--- src/rtl/nv_nvdla_mcif_wr_pkg.sv ---
// Shared definitions for the MCIF write path: CQ payload layout, AXI response
// codes and a constant-foldable clog2.
package nv_nvdla_mcif_wr_pkg;

    localparam int ACK_BIT = 0;
    localparam int LEN_LSB = 1;

    typedef enum logic [1:0] {
        OKAY   = 2'd0,
        EXOKAY = 2'd1,
        SLVERR = 2'd2,
        DECERR = 2'd3
    } axi_resp_e;

    function automatic int clog2(input int value);
        int result;
        result = 0;
        for (int v = value - 1; v > 0; v = v >> 1) begin
            result++;
        end
        return result;
    endfunction

endpackage

--- src/rtl/nv_nvdla_mcif_write_eg_skid.sv ---
// Two-entry valid/ready skid buffer with a registered ready, so the upstream
// ready never depends combinationally on the downstream pop.
module nv_nvdla_mcif_write_eg_skid #(
    parameter int W = 8
) (
    input  logic         clk,
    input  logic         rst,
    input  logic         in_vld,
    output logic         in_rdy,
    input  logic [W-1:0] in_pd,
    output logic         out_vld,
    input  logic         out_pop,
    output logic [W-1:0] out_pd
);

    logic [1:0]   cnt_q;
    logic [1:0]   cnt_d;
    logic [W-1:0] ent0_q;
    logic [W-1:0] ent1_q;
    logic         rdy_q;
    logic         push;
    logic         pop;

    assign push    = in_vld & rdy_q;
    assign pop     = out_pop & (cnt_q != 2'd0);
    assign in_rdy  = rdy_q;
    assign out_vld = (cnt_q != 2'd0);
    assign out_pd  = ent0_q;

    // NOTE: every signal written here gets a default first, so no path can infer a latch.
    always_comb begin
        cnt_d = cnt_q;
        case ({push, pop})
            2'b10:   cnt_d = cnt_q + 2'd1;
            2'b01:   cnt_d = cnt_q - 2'd1;
            default: cnt_d = cnt_q;
        endcase
    end

    // NOTE: state uses <= so all flops sample pre-edge values; blocking assignments would race.
    always_ff @(posedge clk) begin
        if (rst) begin
            cnt_q  <= 2'd0;
            rdy_q  <= 1'b0;
            // NOTE: the entries are reset too, so a freshly reset head never carries X.
            ent0_q <= '0;
            ent1_q <= '0;
        end else begin
            cnt_q <= cnt_d;
            rdy_q <= ~cnt_d[1];
            if (pop) begin
                // Ready is low when full, so push+pop only happens with one entry held.
                ent0_q <= (push && cnt_q == 2'd1) ? in_pd : ent1_q;
            end else if (push) begin
                if (cnt_q == 2'd0) ent0_q <= in_pd;
                else               ent1_q <= in_pd;
            end
        end
    end

endmodule

--- src/rtl/nv_nvdla_mcif_write_eg_mc.sv ---
// Write-response egress: matches AXI B beats by ID to per-channel completion
// queues, returns burst length for credit release and pulses completion/error.
module nv_nvdla_mcif_write_eg_mc
    import nv_nvdla_mcif_wr_pkg::*;
#(
    parameter int NUM_CH  = 5,
    parameter int ID_W    = 8,
    parameter int LEN_W   = 2,
    parameter int TIMEOUT = 255
) (
    input  logic                          nvdla_core_clk,
    input  logic                          nvdla_core_rst,
    input  logic                          noc2mcif_axi_b_bvalid,
    output logic                          noc2mcif_axi_b_bready,
    input  logic [ID_W-1:0]               noc2mcif_axi_b_bid,
    input  logic [1:0]                    noc2mcif_axi_b_bresp,
    input  logic [NUM_CH-1:0]             cq_rd_pvld,
    output logic [NUM_CH-1:0]             cq_rd_prdy,
    input  logic [NUM_CH*(LEN_W+1)-1:0]   cq_rd_pd,
    output logic                          eg2ig_axi_vld,
    output logic [LEN_W-1:0]              eg2ig_axi_len,
    output logic [NUM_CH-1:0]             mcif2client_wr_rsp_complete,
    output logic [NUM_CH-1:0]             mcif2client_wr_rsp_err,
    output logic                          orphan_err,
    output logic [7:0]                    rsp_err_cnt
);

    localparam int          CH_W    = (clog2(NUM_CH) > 1) ? clog2(NUM_CH) : 1;
    localparam int          PD_W    = LEN_W + 1;
    localparam int          SKID_W  = CH_W + 3;
    localparam logic [15:0] TO_LAST = 16'(TIMEOUT - 1);

    logic              bid_hi_nz;
    logic              head_vld;
    logic [SKID_W-1:0] head_pd;
    logic [CH_W-1:0]   head_ch;
    logic              head_hi;
    axi_resp_e         head_resp;
    logic              head_pop;

    logic              sel_hit;
    logic              sel_pvld;
    logic [LEN_W-1:0]  sel_len;
    logic              sel_ack;
    logic [NUM_CH-1:0] ch_hot;

    logic              live;
    logic              in_range;
    logic              match;
    logic              stall;
    logic              oor_drop;
    logic              to_drop;
    logic [15:0]       stall_cnt_q;

    // Upper ID bits are only kept as a single "nonzero" flag for range checking.
    if (ID_W > CH_W) begin : g_hi
        assign bid_hi_nz = |noc2mcif_axi_b_bid[ID_W-1:CH_W];
    end else begin : g_nohi
        assign bid_hi_nz = 1'b0;
    end

    nv_nvdla_mcif_write_eg_skid #(.W(SKID_W)) u_skid (
        .clk     (nvdla_core_clk),
        .rst     (nvdla_core_rst),
        .in_vld  (noc2mcif_axi_b_bvalid),
        .in_rdy  (noc2mcif_axi_b_bready),
        .in_pd   ({noc2mcif_axi_b_bid[CH_W-1:0], bid_hi_nz, noc2mcif_axi_b_bresp}),
        .out_vld (head_vld),
        .out_pop (head_pop),
        .out_pd  (head_pd)
    );

    assign head_ch   = head_pd[SKID_W-1 -: CH_W];
    assign head_hi   = head_pd[2];
    assign head_resp = axi_resp_e'(head_pd[1:0]);

    // Channel mux over existing channels only; sel_hit low means c >= NUM_CH.
    always_comb begin
        sel_hit  = 1'b0;
        sel_pvld = 1'b0;
        sel_len  = '0;
        sel_ack  = 1'b0;
        ch_hot   = '0;
        for (int i = 0; i < NUM_CH; i++) begin
            if (head_ch == CH_W'(i)) begin
                sel_hit   = 1'b1;
                sel_pvld  = cq_rd_pvld[i];
                sel_len   = cq_rd_pd[i*PD_W+LEN_LSB +: LEN_W];
                sel_ack   = cq_rd_pd[i*PD_W+ACK_BIT];
                ch_hot[i] = 1'b1;
            end
        end
    end

    // Reset gates the match stage so a reset cycle never pops a CQ.
    assign live     = head_vld & ~nvdla_core_rst;
    assign in_range = ~head_hi & sel_hit;
    assign match    = live & in_range & sel_pvld;
    assign stall    = live & in_range & ~sel_pvld;
    assign oor_drop = live & ~in_range;
    assign to_drop  = stall & (stall_cnt_q == TO_LAST);
    assign head_pop = match | oor_drop | to_drop;

    assign cq_rd_prdy    = match ? ch_hot : '0;
    assign eg2ig_axi_vld = match;
    assign eg2ig_axi_len = match ? sel_len : '0;

    always_ff @(posedge nvdla_core_clk) begin
        if (nvdla_core_rst) begin
            stall_cnt_q                 <= '0;
            mcif2client_wr_rsp_complete <= '0;
            mcif2client_wr_rsp_err      <= '0;
            orphan_err                  <= 1'b0;
            rsp_err_cnt                 <= '0;
        end else begin
            if (head_pop)   stall_cnt_q <= '0;
            else if (stall) stall_cnt_q <= stall_cnt_q + 16'd1;

            mcif2client_wr_rsp_complete <= (match && sel_ack) ? ch_hot : '0;
            mcif2client_wr_rsp_err      <= (match && head_resp != OKAY) ? ch_hot : '0;
            orphan_err                  <= orphan_err | oor_drop | to_drop;

            if (match && head_resp != OKAY && rsp_err_cnt != 8'hff) begin
                rsp_err_cnt <= rsp_err_cnt + 8'd1;
            end
        end
    end

endmodule

--- config.mk ---
export PLATFORM = sky130hd
export DESIGN_NAME = nv_nvdla_mcif_write_eg_mc
export DESIGN_NICKNAME = d
export VERILOG_FILES = /design/src/rtl/nv_nvdla_mcif_wr_pkg.sv /design/src/rtl/nv_nvdla_mcif_write_eg_skid.sv /design/src/rtl/nv_nvdla_mcif_write_eg_mc.sv
export SDC_FILE = /design/constraint.sdc
export NUM_CORES = 1
export LEC_CHECK = 0
export BUFFER_PORTS_ARGS = -buffer_cell sky130_fd_sc_hd__buf_2
export CORE_MARGIN = 10
export CORE_UTILIZATION = 50
export CTS_CLUSTER_DIAMETER = 150
export DETAILED_ROUTE_END_ITERATION = 8
export PLACE_DENSITY = 0.84
export SLEW_MARGIN = 10
export SYNTH_ARGS = -nofsm -noshare
export SYNTH_HDL_FRONTEND = slang
export SYNTH_SLANG_ARGS = --single-unit
--- constraint.sdc ---
create_clock -name nvdla_core_clk -period 4.6 [get_ports nvdla_core_clk]
set_input_delay 0 -clock nvdla_core_clk [delete_from_list [all_inputs] [get_ports nvdla_core_clk]]
set_output_delay 0 -clock nvdla_core_clk [all_outputs]
set_load 0.02 [all_outputs]
# Yosys cells after proc, flatten, opt, wreduce, memory -nomap -nowiden
# Cells that the tools add are included.
classes:
  n_reduce_logical: 17
  n_mux: 31
  addsub: 4
  bitwise_logic: 22
  n_eq_ne: 9
ops:
  columns: ["cell", "n"]
  rows:
  - ["2-to-1 mux 6 bit", 4]
  - ["2-to-1 mux 1 bit", 19]
  - ["adder 16 x 1 -> 16 bit, second input constant", 1]
  - ["== test 16 x 8 -> 1 bit, second input constant", 1]
  - ["2-to-1 mux 2 bit", 6]
  - ["nonzero test 2 bit", 5]
  - ["AND 1 bit", 9]
  - ["NOT 1 bit", 9]
  - ["adder 8 x 1 -> 8 bit, second input constant", 1]
  - ["!= test 8 bit, second input constant", 1]
  - ["== test 3 x 2 -> 1 bit, second input constant", 2]
  - ["OR reduction 2 bit", 3]
  - ["2-to-1 mux 5 bit", 1]
  - ["OR reduction 5 bit", 1]
  - ["== test 2 x 1 -> 1 bit, second input constant", 2]
  - ["logical AND 1 bit", 4]
  - ["bitwise OR 1 bit", 4]
  - ["one-hot mux 2 bit (2 select lines)", 1]
  - ["== test 3 x 1 -> 1 bit, second input constant", 1]
  - ["== test 3 bit, second input constant", 1]
  - ["zero test 3 bit", 1]
  - ["AND reduction 3 bit", 1]
  - ["adder 2 x 1 -> 2 bit, second input constant", 1]
  - ["== test 2 bit, second input constant", 1]
  - ["other kinds (3)", 3]
word_totals:
  ff_bits: 50
  output_inout_bits: 28

# Logic depth before layout (Yosys ltp)
depth:
  ltp_word: 15
  depth_mapped: 13
  depth_no_buf: 13

# Cells and area by module
# Synthesis repeated with hierarchy kept, for this count alone.
unflattened:
  hier_cells: 304
  area_unflattened_um2: 2613.8
by_module_without_submodules:
  columns: ["module", "cells_per_inst", "instances", "area_each_um2"]
  rows:
  - ["nv_nvdla_mcif_write_eg_mc", 223, 1, 1871.8]
  - ["nv_nvdla_mcif_write_eg_skid", 81, 1, 742.0]

# Worst setup path before layout
# No wires, ideal clock.
synth_timing:
  path_kind: "reg-to-reg"
  start: "reg stall_cnt_q[8]"
  end: "reg u_skid.rdy_q, in the netlist u_skid.in_rdy"
  setup_time_ns: 0.066
  stages_incl_launch_ff: 12
  path_buffers: 0
  synth_period_minus_slack_ns: 2.319
  arrival_ns: 2.253
  setup_slack_ns: 2.281
  required_ns: 4.534
  path_cell_list: "dfxtp_1 or4b_1 nor4_2 or2b_4 nor2_4 nor3_1 inv_1 ha_1 mux2i_1 nor2_1 a21oi_1 nor2b_1"
synth_between:
  elab_chain_cells: 7
synth_lines:
  columns: ["element", "line_no", "text"]
  rows:
  - ["start, declared", "nv_nvdla_mcif_write_eg_mc.sv:53", "logic [15:0] stall_cnt_q;"]
  - ["start signal, assigned", "nv_nvdla_mcif_write_eg_mc.sv:117", "else if (stall) stall_cnt_q <= stall_cnt_q + 16'd1;"]
  - ["== test 16 x 8 -> 1 bit *", "nv_nvdla_mcif_write_eg_mc.sv:101", "assign to_drop = stall & (stall_cnt_q == TO_LAST);"]
  - ["AND 1 bit *", "nv_nvdla_mcif_write_eg_mc.sv:101", null]
  - ["bitwise OR 1 bit *", "nv_nvdla_mcif_write_eg_mc.sv:102", "assign head_pop = match | oor_drop | to_drop;"]
  - ["AND 1 bit *", "nv_nvdla_mcif_write_eg_skid.sv:25", "assign pop = out_pop & (cnt_q != 2'd0);"]
  - ["== test 2 x 1 -> 1 bit or == test 2 bit (tied branches)", "nv_nvdla_mcif_write_eg_skid.sv:33", "case ({push, pop})"]
  - ["one-hot mux 2 bit (2 select lines) *", "nv_nvdla_mcif_write_eg_skid.sv:33", null]
  - ["NOT 1 bit *", "nv_nvdla_mcif_write_eg_skid.sv:50", "rdy_q <= ~cnt_d[1];"]
  - ["end signal, assigned", "nv_nvdla_mcif_write_eg_skid.sv:50", null]
  - ["end, declared", "nv_nvdla_mcif_write_eg_skid.sv:20", "logic rdy_q;"]
# Mark *: on every way between the ends. The rest lies on a longest branch, timed or not.
# A chain may end at the register's enable or synchronous reset.

# Worst setup path after layout
layout_timing:
  start: "reg stall_cnt_q[2]"
  end: "reg u_skid.rdy_q, in the netlist u_skid.in_rdy"
# The elaborated chain is that of the path after synthesis.

==> results.toml <==
[timing]
timing.final.max_slew_violations = 0
timing.clock.skew_ns = 0.004674
tns_ns = 0
setup_slack_ns = 1.981
grt_setup_unrepaired = "no"
max_freq_ghz = 0.3818
layout_worst_path_cycle_share_pct = 56.94
final_setup_fails = 0
report.final.hold_viol_count = 0
maxSlewHeadroom_pct = 34.60
final.min_clock_period_ns = 2.619
timing.hold.ws_ns = 0.1363
worst-slew-pin-transition_ns = 0.9800

[global_route]
largest_net_degree_at_the_start_of_global_routing = 30
gr-total-overflow = 0
number_of_global_route_vias_before_repair = 2165
track_usage_pct = 13.99
first_pass_grt_wire_length_microns = 9763
antenna_found_initial = 0

[clocking]
clock-root-buffer = "sky130_fd_sc_hd__clkbuf_8"
tritoncts = "done"
clock_sink_count = 50
clock_path_buffers = 2
cts_resized = 0
path_clk_slew_ns = 0.09
holdBufCountCts = 6
clock_latency_ns = 0.30
numCtsBuffers = 5
cts_setup_buffers = 0
ctsHtreeMaxLevel = 2

[layout]
num-fill-cells = 436
layout.core_utilization_pct = 62.21
antenna-diode-count = 0
design_area_sq_mm = 0.002958
final_layout_size_suffix_gt1_share_pct = 22.95
total_number_of_nets_in_the_final_design = 392
layout-area-overhead-vs-synth_pct = 20.00
layoutNonFillerInstCount = 420

[placement]
postPlaceCellArea_sq_mm = 0.002798
finalWeightedCongestion = 0.8156
numPortBuffers = 60
dp.cells = 406
dp_slack_ns = 2.030
place.detailed.hpwl_microns = 4342

[power]
power.share.clock_pct = 32.7
p_int_uw = 609.7
sw_frac_of_total_pct = 26.00
net-switching-power_uw = 214.3
seqPwrFrac_pct = 54.6
combPwrFrac_pct = 12.7
vdd_ir_drop_max_uv = 162.3
total_power_uw = 824.0
power_density_mw_per_mm2 = 278.6
cellLeakagePower_nw = 1.177

[setup_path]
worstSetupPathType = "reg -> reg"
critPathMaxFanout = 9
cp_data_required_time_ns = 4.84
worst-endpoint-arrival_ns = 2.86
end_kind = "flip-flop"
critical_path.startpoint_type = "flip-flop"

[detailed_routing]
post_route_drc_violation_count = 0
via_count = 2226
routed_via_density = 5.300
route.detailed.wl_per_inst_microns = 13.74
detail-route-antenna-nets = 0
drt_pre_antenna_iters = 4
starting_drt_drc_count = 155
postRouteWirelength_microns = 5771

[floorplanning]
chipWidth_microns = 90.21
die_area_sq_mm = 0.008138
boundaryPins = 61
design.core.area_sq_mm = 0.004755
fp-row-count = 25
die_h_microns = 90.21
floorplan.initialDensity_pct = 51.84

[logic_synthesis]
synth_fp_nets = 329
synth.yosys.seq_area_share_pct = 40.61
synth.cells.most_frequent = "57 x sky130_fd_sc_hd__nor2_1, 50 x sky130_fd_sc_hd__dfxtp_1, 18 x sky130_fd_sc_hd__nand2_1"
ys.flop_type = "sky130_fd_sc_hd__dfxtp_1"
yosysUniqueCellTypes = 51
yosys-top-cells-area = "sky130_fd_sc_hd__dfxtp_1 41%, sky130_fd_sc_hd__nor2_1 8.7%, sky130_fd_sc_hd__xnor2_1 5.7%"
postSynthRegisterBits = 50
syn_area_sq_mm = 0.002465
synth_area_per_cell_sq_um = 8.529
async_set_or_reset_flop_fraction_in_the_synthesized_netlist_pct = 0
synth-edff-count = 0
post-synth-top-count-cell = "sky130_fd_sc_hd__nor2_1"
mapped_cells = 289
post-synth-top-area-fraction_pct = 40.61
yosysTopAreaCell = "sky130_fd_sc_hd__dfxtp_1"
yosys_warnings = 0

[run_status]
run_status = "finished clean"

[flow_run]
timing.max_cap.violations = 0

[hold_path]
hold_class = "in -> reg"
## power groups by stage
| stage | clock (mW) | sequential, mW | combinational (mW) |
|---|---|---|---|
| 6_report | 0.269 | 0.450 | 0.105 |
| 5_1_grt | 0.291 | 0.453 | 0.116 |
| 4_1_cts | 0.277 | 0.450 | 0.105 |
| 3_5_place_dp | 0 | 0.460 | 0.0998 |
| 3_3_place_gp | 0 | 0.460 | 0.0968 |
| 2_1_floorplan | 0 | 0.454 | 0.0781 |
## area by class of cell
class	instances	area, sq um	share of cell area [%]
Inverter	11	41.29	1.396
Sequential cell	50	1001	33.84
Tap cell	67	83.83	2.834
Multi-Input combinational cell	218	1371	46.36
Clock buffer	6	82.58	2.792
Clock inverter	2	17.52	0.5922
Timing Repair Buffer	66	360.3	12.18
## routing by layer
metal | share of wire, % | vias up | global-route usage, %
li1 | - | 1129 | -
met1 | 48 | 1019 | 17.34
met2 | 44 | 68 | 22.09
met3 | 5.4 | 10 | 3.741
met4 | 2.2 | 0 | 6.366
met5 | 0 | - | 0
## registers in the layout (all words and copies together), names as in the netlist, named ones only
name and cells:
stall_cnt_q 16, u_skid.out_pd 6, mcif2client_wr_rsp_err 5, orphan_err 1, rsp_err_cnt 8, mcif2client_wr_rsp_complete 5
u_skid.in_rdy 1, u_skid.ent1_q 6, u_skid.cnt_q 1
## layout by cell type, fill, tap and decap left out, drive strengths merged, types with 2 or more instances in the layout
master and instances:
buf 60, nor2 60, dfxtp 50, nand2 18
xnor2 16, nor3 14, a21oi 12, nand3 12
o21ai 12, inv 11, mux2i 8, a211oi 7
ha 7, clkbuf 6, dlygate4sd3 6, nand2b 4
nand4 4, or3 4, or2 4, mux4 3
xor2 3, nor4 3, or4 2, and3 2
a22oi 2, nor2b 2, a21o 2, clkinv 2
o31a 2
## worst paths after layout
check / slack [ns] / depth (start not counted) / from / endpoint
min: 0.14 / 2 / nvdla_core_rst / rsp_err_cnt[5]
max: 1.98 / 11 / stall_cnt_q[2] / u_skid.in_rdy
max reg2reg: 1.98 / 11 / stall_cnt_q[2] / u_skid.in_rdy
min reg2reg: 0.49 / 2 / u_skid.ent1_q[0] / u_skid.ent1_q[0]
## cell families (layout without fill, tap and decap cells)
kind of cell / Yosys count / in the layout / share of synthesized area, %
buffers and inverters: 21 / 85 / 3.756
and+or+nand+nor: 136 / 136 / 27.21
AOI/OAI and AO/OA: 45 / 45 / 12.13
muxes: 11 / 11 / 5.990
adders and majority gates: 7 / 7 / 3.553
xor gates and xnor gates: 19 / 19 / 6.751
DFF: 50 / 50 / 40.61
## worst max-delay path, cell delays in order (launching register included)
cell and delay, ns:
sky130_fd_sc_hd__dfxtp_1 0.45, sky130_fd_sc_hd__or4b_1 0.47, sky130_fd_sc_hd__nor4_2 0.35, sky130_fd_sc_hd__or2b_4 0.21
sky130_fd_sc_hd__nor2_4 0.07, sky130_fd_sc_hd__nor3_1 0.23, sky130_fd_sc_hd__inv_1 0.09, sky130_fd_sc_hd__ha_1 0.22
sky130_fd_sc_hd__mux2i_1 0.15, sky130_fd_sc_hd__nor2_1 0.05, sky130_fd_sc_hd__a21oi_1 0.14, sky130_fd_sc_hd__nor2b_1 0.14
Note: power is estimated with default switching activity, not from simulation.
